--- src/rtl/lsu_mem_ctrl.sv ---
// Load/store front-end for a single-port byte-enabled data SRAM.
// Accepts byte/half/word requests, splits accesses that cross a word
// boundary into two SRAM cycles, and returns shifted, extended load data
// through a registered response port. Every output comes from a flop.
module lsu_mem_ctrl #(
  parameter int AWIDTH = 12
) (
  input  logic              CLK,
  input  logic              RSTn,
  input  logic              REQ_VALID,
  output logic              REQ_READY,
  input  logic              REQ_WE,
  input  logic [31:0]       REQ_ADDR,
  input  logic [1:0]        REQ_SIZE,
  input  logic              REQ_UNSIGNED,
  input  logic [31:0]       REQ_WDATA,
  output logic              RSP_VALID,
  output logic              RSP_ERR,
  output logic [31:0]       RSP_RDATA,
  output logic              MEM_CSN,
  output logic              MEM_WEN,
  output logic [AWIDTH-1:0] MEM_ADDR,
  output logic [3:0]        MEM_BE,
  output logic [31:0]       MEM_DI,
  input  logic [31:0]       MEM_DOUT
);

  typedef enum logic [1:0] {IDLE, ACC0, ACC1, DATA} state_t;

  state_t state_q, state_n;

  logic              accept;
  logic [7:0]        mask_base;
  logic [7:0]        req_mask;
  logic [63:0]       req_wd;
  logic              req_split;

  // Request fields held for the duration of the operation.
  logic              we_q;
  logic              uns_q;
  logic              split_q;
  logic [1:0]        size_q;
  logic [1:0]        off_q;
  logic [3:0]        be_hi_q;
  logic [31:0]       di_hi_q;

  logic [31:0]       lo_q, lo_n;
  logic              err_pend_q, err_pend_n;

  logic              csn_n, wen_n;
  logic [AWIDTH-1:0] addr_n;
  logic [3:0]        be_n;
  logic [31:0]       di_n;
  logic              rsp_valid_n, rsp_err_n;
  logic [31:0]       rdata_n;

  logic [31:0]       hi_word, lo_word, aligned, load_result;

  // Byte-address bits above the SRAM word range are deliberately ignored.
  logic              unused_addr_hi;
  assign unused_addr_hi = ^REQ_ADDR[31:AWIDTH+2];

  assign REQ_READY = (state_q == IDLE);
  assign accept    = REQ_VALID && REQ_READY;

  // Request decode: lane mask and lane-aligned write data over two words.
  always_comb begin
    case (REQ_SIZE)
      2'd0:    mask_base = 8'h01;
      2'd1:    mask_base = 8'h03;
      default: mask_base = 8'h0F;
    endcase
    req_mask  = mask_base << REQ_ADDR[1:0];
    req_wd    = {32'b0, REQ_WDATA} << {REQ_ADDR[1:0], 3'b000};
    // Any lane landing in the upper word means the access crosses a boundary.
    req_split = |req_mask[7:4];
  end

  // Load datapath: merge both words, shift to byte 0, then extend.
  always_comb begin
    hi_word = split_q ? MEM_DOUT : 32'b0;
    lo_word = split_q ? lo_q     : MEM_DOUT;
    aligned = 32'({hi_word, lo_word} >> {off_q, 3'b000});
    case (size_q)
      2'd0:    load_result = uns_q ? {24'b0, aligned[7:0]}
                                   : {{24{aligned[7]}}, aligned[7:0]};
      2'd1:    load_result = uns_q ? {16'b0, aligned[15:0]}
                                   : {{16{aligned[15]}}, aligned[15:0]};
      default: load_result = aligned;
    endcase
  end

  // Next-state and next registered-output decode.
  always_comb begin
    // NOTE: every signal gets a default first so no path leaves it unassigned,
    // which would otherwise infer a latch.
    state_n     = state_q;
    csn_n       = 1'b1;
    wen_n       = 1'b1;
    addr_n      = MEM_ADDR;
    be_n        = 4'b0;
    di_n        = MEM_DI;
    rsp_valid_n = 1'b0;
    rsp_err_n   = 1'b0;
    rdata_n     = RSP_RDATA;
    lo_n        = lo_q;
    err_pend_n  = 1'b0;

    case (state_q)
      IDLE: begin
        // An illegal-size request answers one edge after it was accepted.
        if (err_pend_q) begin
          rsp_valid_n = 1'b1;
          rsp_err_n   = 1'b1;
        end
        if (accept) begin
          if (REQ_SIZE == 2'd3) begin
            err_pend_n = 1'b1;
          end else begin
            state_n = ACC0;
            csn_n   = 1'b0;
            wen_n   = ~REQ_WE;
            addr_n  = REQ_ADDR[AWIDTH+1:2];
            be_n    = REQ_WE ? req_mask[3:0] : 4'b0;
            di_n    = req_wd[31:0];
          end
        end
      end
      ACC0: begin
        if (split_q) begin
          state_n = ACC1;
          csn_n   = 1'b0;
          wen_n   = ~we_q;
          addr_n  = MEM_ADDR + AWIDTH'(1);
          be_n    = we_q ? be_hi_q : 4'b0;
          di_n    = di_hi_q;
        end else if (we_q) begin
          state_n     = IDLE;
          rsp_valid_n = 1'b1;
        end else begin
          state_n = DATA;
        end
      end
      ACC1: begin
        if (we_q) begin
          state_n     = IDLE;
          rsp_valid_n = 1'b1;
        end else begin
          // First word of a split load is on MEM_DOUT during this cycle.
          lo_n    = MEM_DOUT;
          state_n = DATA;
        end
      end
      DATA: begin
        rsp_valid_n = 1'b1;
        rdata_n     = load_result;
        state_n     = IDLE;
      end
      default: state_n = IDLE;
    endcase
  end

  // State and registered outputs; reset idles the SRAM port immediately.
  always_ff @(posedge CLK or negedge RSTn) begin
    if (!RSTn) begin
      state_q    <= IDLE;
      MEM_CSN    <= 1'b1;
      MEM_WEN    <= 1'b1;
      MEM_ADDR   <= '0;
      MEM_BE     <= 4'b0;
      MEM_DI     <= 32'b0;
      RSP_VALID  <= 1'b0;
      RSP_ERR    <= 1'b0;
      RSP_RDATA  <= 32'b0;
      lo_q       <= 32'b0;
      err_pend_q <= 1'b0;
    end else begin
      // NOTE: non-blocking assignments so every flop samples pre-edge values.
      state_q    <= state_n;
      MEM_CSN    <= csn_n;
      MEM_WEN    <= wen_n;
      MEM_ADDR   <= addr_n;
      MEM_BE     <= be_n;
      MEM_DI     <= di_n;
      RSP_VALID  <= rsp_valid_n;
      RSP_ERR    <= rsp_err_n;
      RSP_RDATA  <= rdata_n;
      lo_q       <= lo_n;
      err_pend_q <= err_pend_n;
    end
  end

  // Request capture at acceptance.
  always_ff @(posedge CLK or negedge RSTn) begin
    if (!RSTn) begin
      we_q    <= 1'b0;
      uns_q   <= 1'b0;
      split_q <= 1'b0;
      size_q  <= 2'd0;
      off_q   <= 2'd0;
      be_hi_q <= 4'b0;
      di_hi_q <= 32'b0;
    end else if (accept) begin
      we_q    <= REQ_WE;
      uns_q   <= REQ_UNSIGNED;
      split_q <= req_split;
      size_q  <= REQ_SIZE;
      off_q   <= REQ_ADDR[1:0];
      be_hi_q <= req_mask[7:4];
      di_hi_q <= req_wd[63:32];
    end
  end

endmodule

--- config.mk ---
export PLATFORM = sky130hd
export DESIGN_NAME = lsu_mem_ctrl
export DESIGN_NICKNAME = d
export VERILOG_FILES = /design/src/rtl/lsu_mem_ctrl.sv
export SDC_FILE = /design/constraint.sdc
export NUM_CORES = 1
export LEC_CHECK = 0
export BUFFER_PORTS_ARGS = -buffer_cell sky130_fd_sc_hd__buf_2
export CORE_MARGIN = 4
export CORE_UTILIZATION = 55
export DETAILED_ROUTE_END_ITERATION = 10
export PLACE_DENSITY = 0.8
export RECOVER_POWER = 25
export SYNTH_ARGS = -nofsm -noshare
export SYNTH_HDL_FRONTEND = slang
export SYNTH_SLANG_ARGS = --single-unit
--- constraint.sdc ---
create_clock -name CLK -period 2.72 [get_ports CLK]
set_input_delay 0.136 -clock CLK [delete_from_list [all_inputs] [get_ports CLK]]
set_output_delay 0.136 -clock CLK [all_outputs]
set_load 0.05 [all_outputs]
---- Word level (Yosys, flattened, before mapping) ----
Cells that the tools add are included.
storage, ports and cells
  register bits ........................... 162
  output and inout bits ................... 85
cells by class
  $add $sub $neg .......................... 1
  equal/unequal tests ..................... 9
  shift-type cells ........................ 3
  muxes and demuxes ....................... 40
  bitwise operators ....................... 2
  reductions and logical operators ........ 9
operators by type and width
  kind                     number
  $mux W32                 7
  $pmux W32 S2             2
  $shl A32 B5 Y64          1
  $shr A64 B5 Y32          1
  $mux W12                 3
  $pmux W12 S2             1
  $mux W4                  5
  $pmux W4 S2              2
  $add A12 B1 Y12 const B  1
  $mux W1                  12
  $mux W2                  4
  $pmux W2 S4              1
  $shl A8 B2 Y8            1
  $eq A2 B1 Y1 const B     3
  $eq A2 B2 Y1 const B     3
  $logic_not A2 Y1         3
  $ne A2 B2 Y1 const B     2
  $pmux W1 S2              2
  $pmux W1 S4              1
  $reduce_and A2 Y1        2
  $reduce_and A4 Y1        1
  $reduce_or A4 Y1         1
  $ne A2 B1 Y1 const B     1
  $not A1 Y1               2
  2 further kinds          2

---- Depth between registers and ports, before layout ----
  depth in word-level cells ............... 7
  depth in mapped cells ................... 8
  depth with buffers taken out ............ 6

---- Worst setup path after synthesis ----
Ideal clock, no wire load.
  path type ............................... reg2reg
  from .................................... register state_q[0]
  to ...................................... register MEM_BE[1]
  data arrival time ....................... 2.136 ns
  setup slack ............................. 0.501 ns
  cell stages (with the launch flop) ...... 7
  path buffers ............................ 1
  clock period less this slack ............ 2.219 ns
  cells stage by stage .................... dfrtp_1 clkbuf_1 nor2_1 nand2_1 a21oi_1 o311ai_0 o21ai_0
between the ends
  word-level cells in the longest chain between the ends .. 4
  elaborated cells on any way between the ends .. 5
  those cells by class .................... eq/ne (1); mux (2); reduce/logical (2)
RTL lines
  item                      line  source
  start: declaration        30    state_t state_q, state_n;
  start signal: assignment  179   state_q <= state_n;
  $logic_not A2 Y1 *        63    assign REQ_READY = (state_q == IDLE);
  net REQ_READY             11    output logic REQ_READY,
  $logic_and A1 B1 Y1       64    assign accept = REQ_VALID && REQ_READY;
  $mux W4                   116   if (accept) begin
  $pmux W4 S2 *             109   case (state_q)
  net be_n[1]               52    logic [3:0] be_n;
  end signal: assignment    183   MEM_BE <= be_n;
  end: declaration          23    output logic [3:0] MEM_BE,
The timed path passes the listed nets; every way through them passes the cells marked *.
A chain may end at the register's enable or synchronous reset.

---- Worst setup path after layout ----
  from .................................... register state_q[0]
  to ...................................... register MEM_DI[8]
between the ends
  word-level cells in the longest chain between the ends .. 4
  elaborated cells on any way between the ends .. 9
  those cells by class .................... eq/ne (4); mux (1); reduce/logical (4)
RTL lines
  item                         line     source
  $logic_not A2 Y1             63, 109
  $logic_and A1 B1 Y1          64
  $ne A2 B1 Y1 (no line)       n/a
  $reduce_and A4 Y1 (no line)  n/a
  end signal: assignment       184      MEM_DI <= di_n;
  end: declaration             24       output logic [31:0] MEM_DI,
Several ways; a longest one is shown, not always the timed one.

==> results.sh <==
export IMPL_final_core_util_pct=69.3
export IMPL_crit_end="MEM_DI[8]"
export IMPL_grt_max_degree=63
export IMPL_regArea_um2=3830
export IMPL_ant_nets=0
export IMPL_viasPerCell=6.07
export IMPL_hp_start="MEM_DOUT[16]"
export IMPL_dp_final_hpwl_mm=15.6
export IMPL_reg2reg_depth=4
export IMPL_die_area_um2=16800
export IMPL_ys_types=53
export IMPL_status="finished with violations"
export IMPL_post_route_period_util_pct=78.6
export IMPL_cts_clk_slew_worst_paths_ns=0.07
export IMPL_combPwrFrac_pct=52.6
export IMPL_finalHoldViolCount=0
export IMPL_busiest_layer="met2"
export IMPL_clock_path_buffers=2
export IMPL_finalCriticalPeriod_ns=2.14
export IMPL_finalSetupTns_ns=0
export IMPL_core_area_um2=14500
export IMPL_post_cts_repair_setup_buffers=0
export IMPL_crit_start="state_q[0]"
export IMPL_cp_data_required_time_ns=3.02
export IMPL_async_reset_ff_share_pct=100
export IMPL_syn_cell_area_um2=8110
export IMPL_cap_violations=1
export IMPL_grt_pass1_vias=6948
export IMPL_swShare_pct=48.9
export IMPL_power_density_nw_per_um2=1380
export IMPL_root_buffer="clkbuf_16"
export IMPL_startpoint_type="flop"
export IMPL_clkSinkCount=153
export IMPL_p_leak_nw=4.65
export IMPL_p_int_mw=7.08
export IMPL_path_buf_inv=0
export IMPL_grt_antenna_before_repair=0
export IMPL_finClkSkew_ns=0.00830
export IMPL_maxSlewViolCount=62
export IMPL_crit_family="simple AND/OR/NAND/NOR gates"
export IMPL_p_seq_share_pct=30.4
export IMPL_setup_viol=0
export IMPL_synth_edf_count=0
export IMPL_endpoint_kind="flop"
export IMPL_fillers=1086
export IMPL_placed_cells=1122
export IMPL_ys_ff_latch=153
export IMPL_rows=44
export IMPL_ir_drop_uv=773
export IMPL_grt_pass1_wl_mm=36.7
export IMPL_cts_buffers=17
export IMPL_yosysWarnings=0
export IMPL_clk_latency_ns=0.43
export IMPL_rsz0062_at_grt="no"
export IMPL_antennaDiodeCount=0
export IMPL_gr_usage_met2_pct=43.6
export IMPL_wl_per_cell_um=19.4
export IMPL_p_switching_mw=6.76
export IMPL_path_cells="nor2b_2 -> nor2_1 -> a221oi_1 -> nor2_1"
export IMPL_port_buffers=169
export IMPL_r2r_start="state_q[0]"
export IMPL_fmax_mhz=468
export IMPL_die_h_um=129
export IMPL_multi_input_comb_area_um2=3940
export IMPL_crit_slowest_cell="a221oi_1"
export IMPL_worstSetupPathType="reg2reg"
export IMPL_vias=7256
export IMPL_arrival_ns=2.44
export IMPL_clkPwrFrac_pct=17.0
export IMPL_worst_pin_slew_ns=1.64
export IMPL_drc_errors=0
export IMPL_grtUsageTotal_pct=28.1
export IMPL_fin_nets=1103
export IMPL_synth_nets=918
export IMPL_globalRouteMet3Util_pct=6.76
export IMPL_crit_path_frequent_cell="nor2_1"
export IMPL_relSlewSlack_pct=-9.46
export IMPL_grt_overflow=0
export IMPL_place_gp_congestion=0.904
export IMPL_r2r_slack_ns=0.58
export IMPL_ys_seq_area_share_pct=47.2
export IMPL_hold_class="in2reg"
export IMPL_ys_flop_type="dfrtp_1"
export IMPL_cts_tree="done"
export IMPL_failed_checks="max-capacitance violations, max-slew violations"
export IMPL_r2r_end="MEM_DI[8]"
export IMPL_start_util_pct=56.0
export IMPL_cp_num_cells=4
export IMPL_h_tree_depth=4
export IMPL_die_x_um=129
export IMPL_pin_count=188
export IMPL_wirelength_mm=23.2
export IMPL_stdcell_count=1196
export IMPL_drtIter0Drc=822
export IMPL_cp_max_fo=12
export IMPL_areaGrowthSynthToFinish_pct=23.8
export IMPL_layout_drive_gt1_share_pct=29.5
export IMPL_synthCells=814
export IMPL_use_met1_pct=38.7
export IMPL_synth_area_per_cell_um2=9.96
export IMPL_critical_path_max_stage_delay_ns=0.56
export IMPL_drt_pass1_iter_count=6
## power by group through the flow
stage,Clock [mW],Combinational (mW),Sequential [mW]
floorplan,0,3.66,5.93
global placement,0,7.02,4.17
detailed placement,0,7.16,4.21
CTS,2.36,7.26,4.19
global route,2.48,7.82,4.33
finish,2.35,7.29,4.21
## flip-flops by register name, summed over array words and instances, names as in the netlist, 3 cells and up
signal / count
MEM_DI: 32
be_hi_q: 3
MEM_ADDR: 12
di_hi_q: 24
lo_q: 32
RSP_RDATA: 32
MEM_BE: 4
## through the flow
step	power [mW]	cell area (µm²)	setup slack (ns)	hold WS [ns]
floorplan	9.60	8110	0.501	-0.160
CTS	13.8	10000	0.641	0.000320
global route	14.6	10000	0.392	0.00632
global placement	11.2	9050	0.632	0.156
detailed placement	11.4	9050	0.633	0.154
finish	13.8	10000	0.583	0.00669
## cells in the mapped netlist, types with 12 or more instances
library cell    n  area (µm²)
dfrtp_1       151        3780
nand2_1       103         387
nor2_1        103         387
mux2_2         56         631
mux2i_1        48         480
o21ai_0        48         240
a21oi_1        43         215
clkbuf_1       34         128
a221oi_1       24         210
nand3_1        21         105
buf_2          20         100
a22oi_1        17         128
o2bb2ai_1      12         105
## timing repair
action,in CTS,in global routing
hold buffers,42,0
gates resized for setup,0,0
endpoints found under the hold margin,101,0
## logic make-up (layout without fill, tap and decap cells)
group / Yosys count / after routing / synth area share [%]
AO/OA/AOI/OAI: 211 / 211 / 18.0
adder cells (fa/ha/maj): 1 / 1 / 0.154
buffers and inverters: 69 / 267 / 4.30
flip-flops: 153 / 153 / 47.2
multiplexers: 114 / 114 / 16.3
AND/OR/NAND/NOR: 266 / 266 / 13.9
## layer usage
layer	wire [µm]	vias up
met3	1960	60
met5	0	-
met4	658	0
li1	-	3338
met2	10800	384
met1	9810	3474
## placed cells by master, fill, tap and decap left out, types with 2 or more instances in the layout
cell type,n
nand3_1,21
o22a_1,11
mux4_2,9
and2_1,4
a22oi_1,17
a31oi_1,3
dlygate4sd3_1,42
buf_2,168
a221oi_1,24
o22ai_1,3
clkinv_4,2
inv_6,7
nand2_1,103
nor3_1,5
buf_12,2
a21oi_1,42
a211o_1,9
dfstp_2,2
nor2b_1,5
o21ai_0,48
nand2b_1,9
mux2_2,56
nor2_1,102
o2bb2ai_1,12
a22o_1,8
clkbuf_16,17
mux2i_1,48
inv_8,3
a211oi_1,11
dfrtp_1,150
nor3b_1,3
o211ai_1,8
nand3b_1,2
a32o_1,2
buf_4,19
a21boi_0,2
and3_1,6
## worst min path at each step
stage | endpoint | slack, ns | depth (start not counted)
floorplan | MEM_ADDR[0] | -0.16 | 0
global placement | lo_q[21] | 0.16 | 1
detailed placement | RSP_RDATA[4] | 0.15 | 1
CTS | MEM_ADDR[5] | 0.0003 | 3
global route | lo_q[16] | 0.006 | 2
finish | lo_q[16] | 0.007 | 2
## area by class of cell
cell class | count | share of cell area, %
inverters | 3 | 0.112
clock inverters | 15 | 1.55
well taps | 184 | 2.29
clock buffers | 17 | 4.24
repair buffers | 232 | 14.4
multi-input cells | 592 | 39.2
flip-flops and latches | 153 | 38.2
No activity file was read; power rests on OpenSTA's default activity.
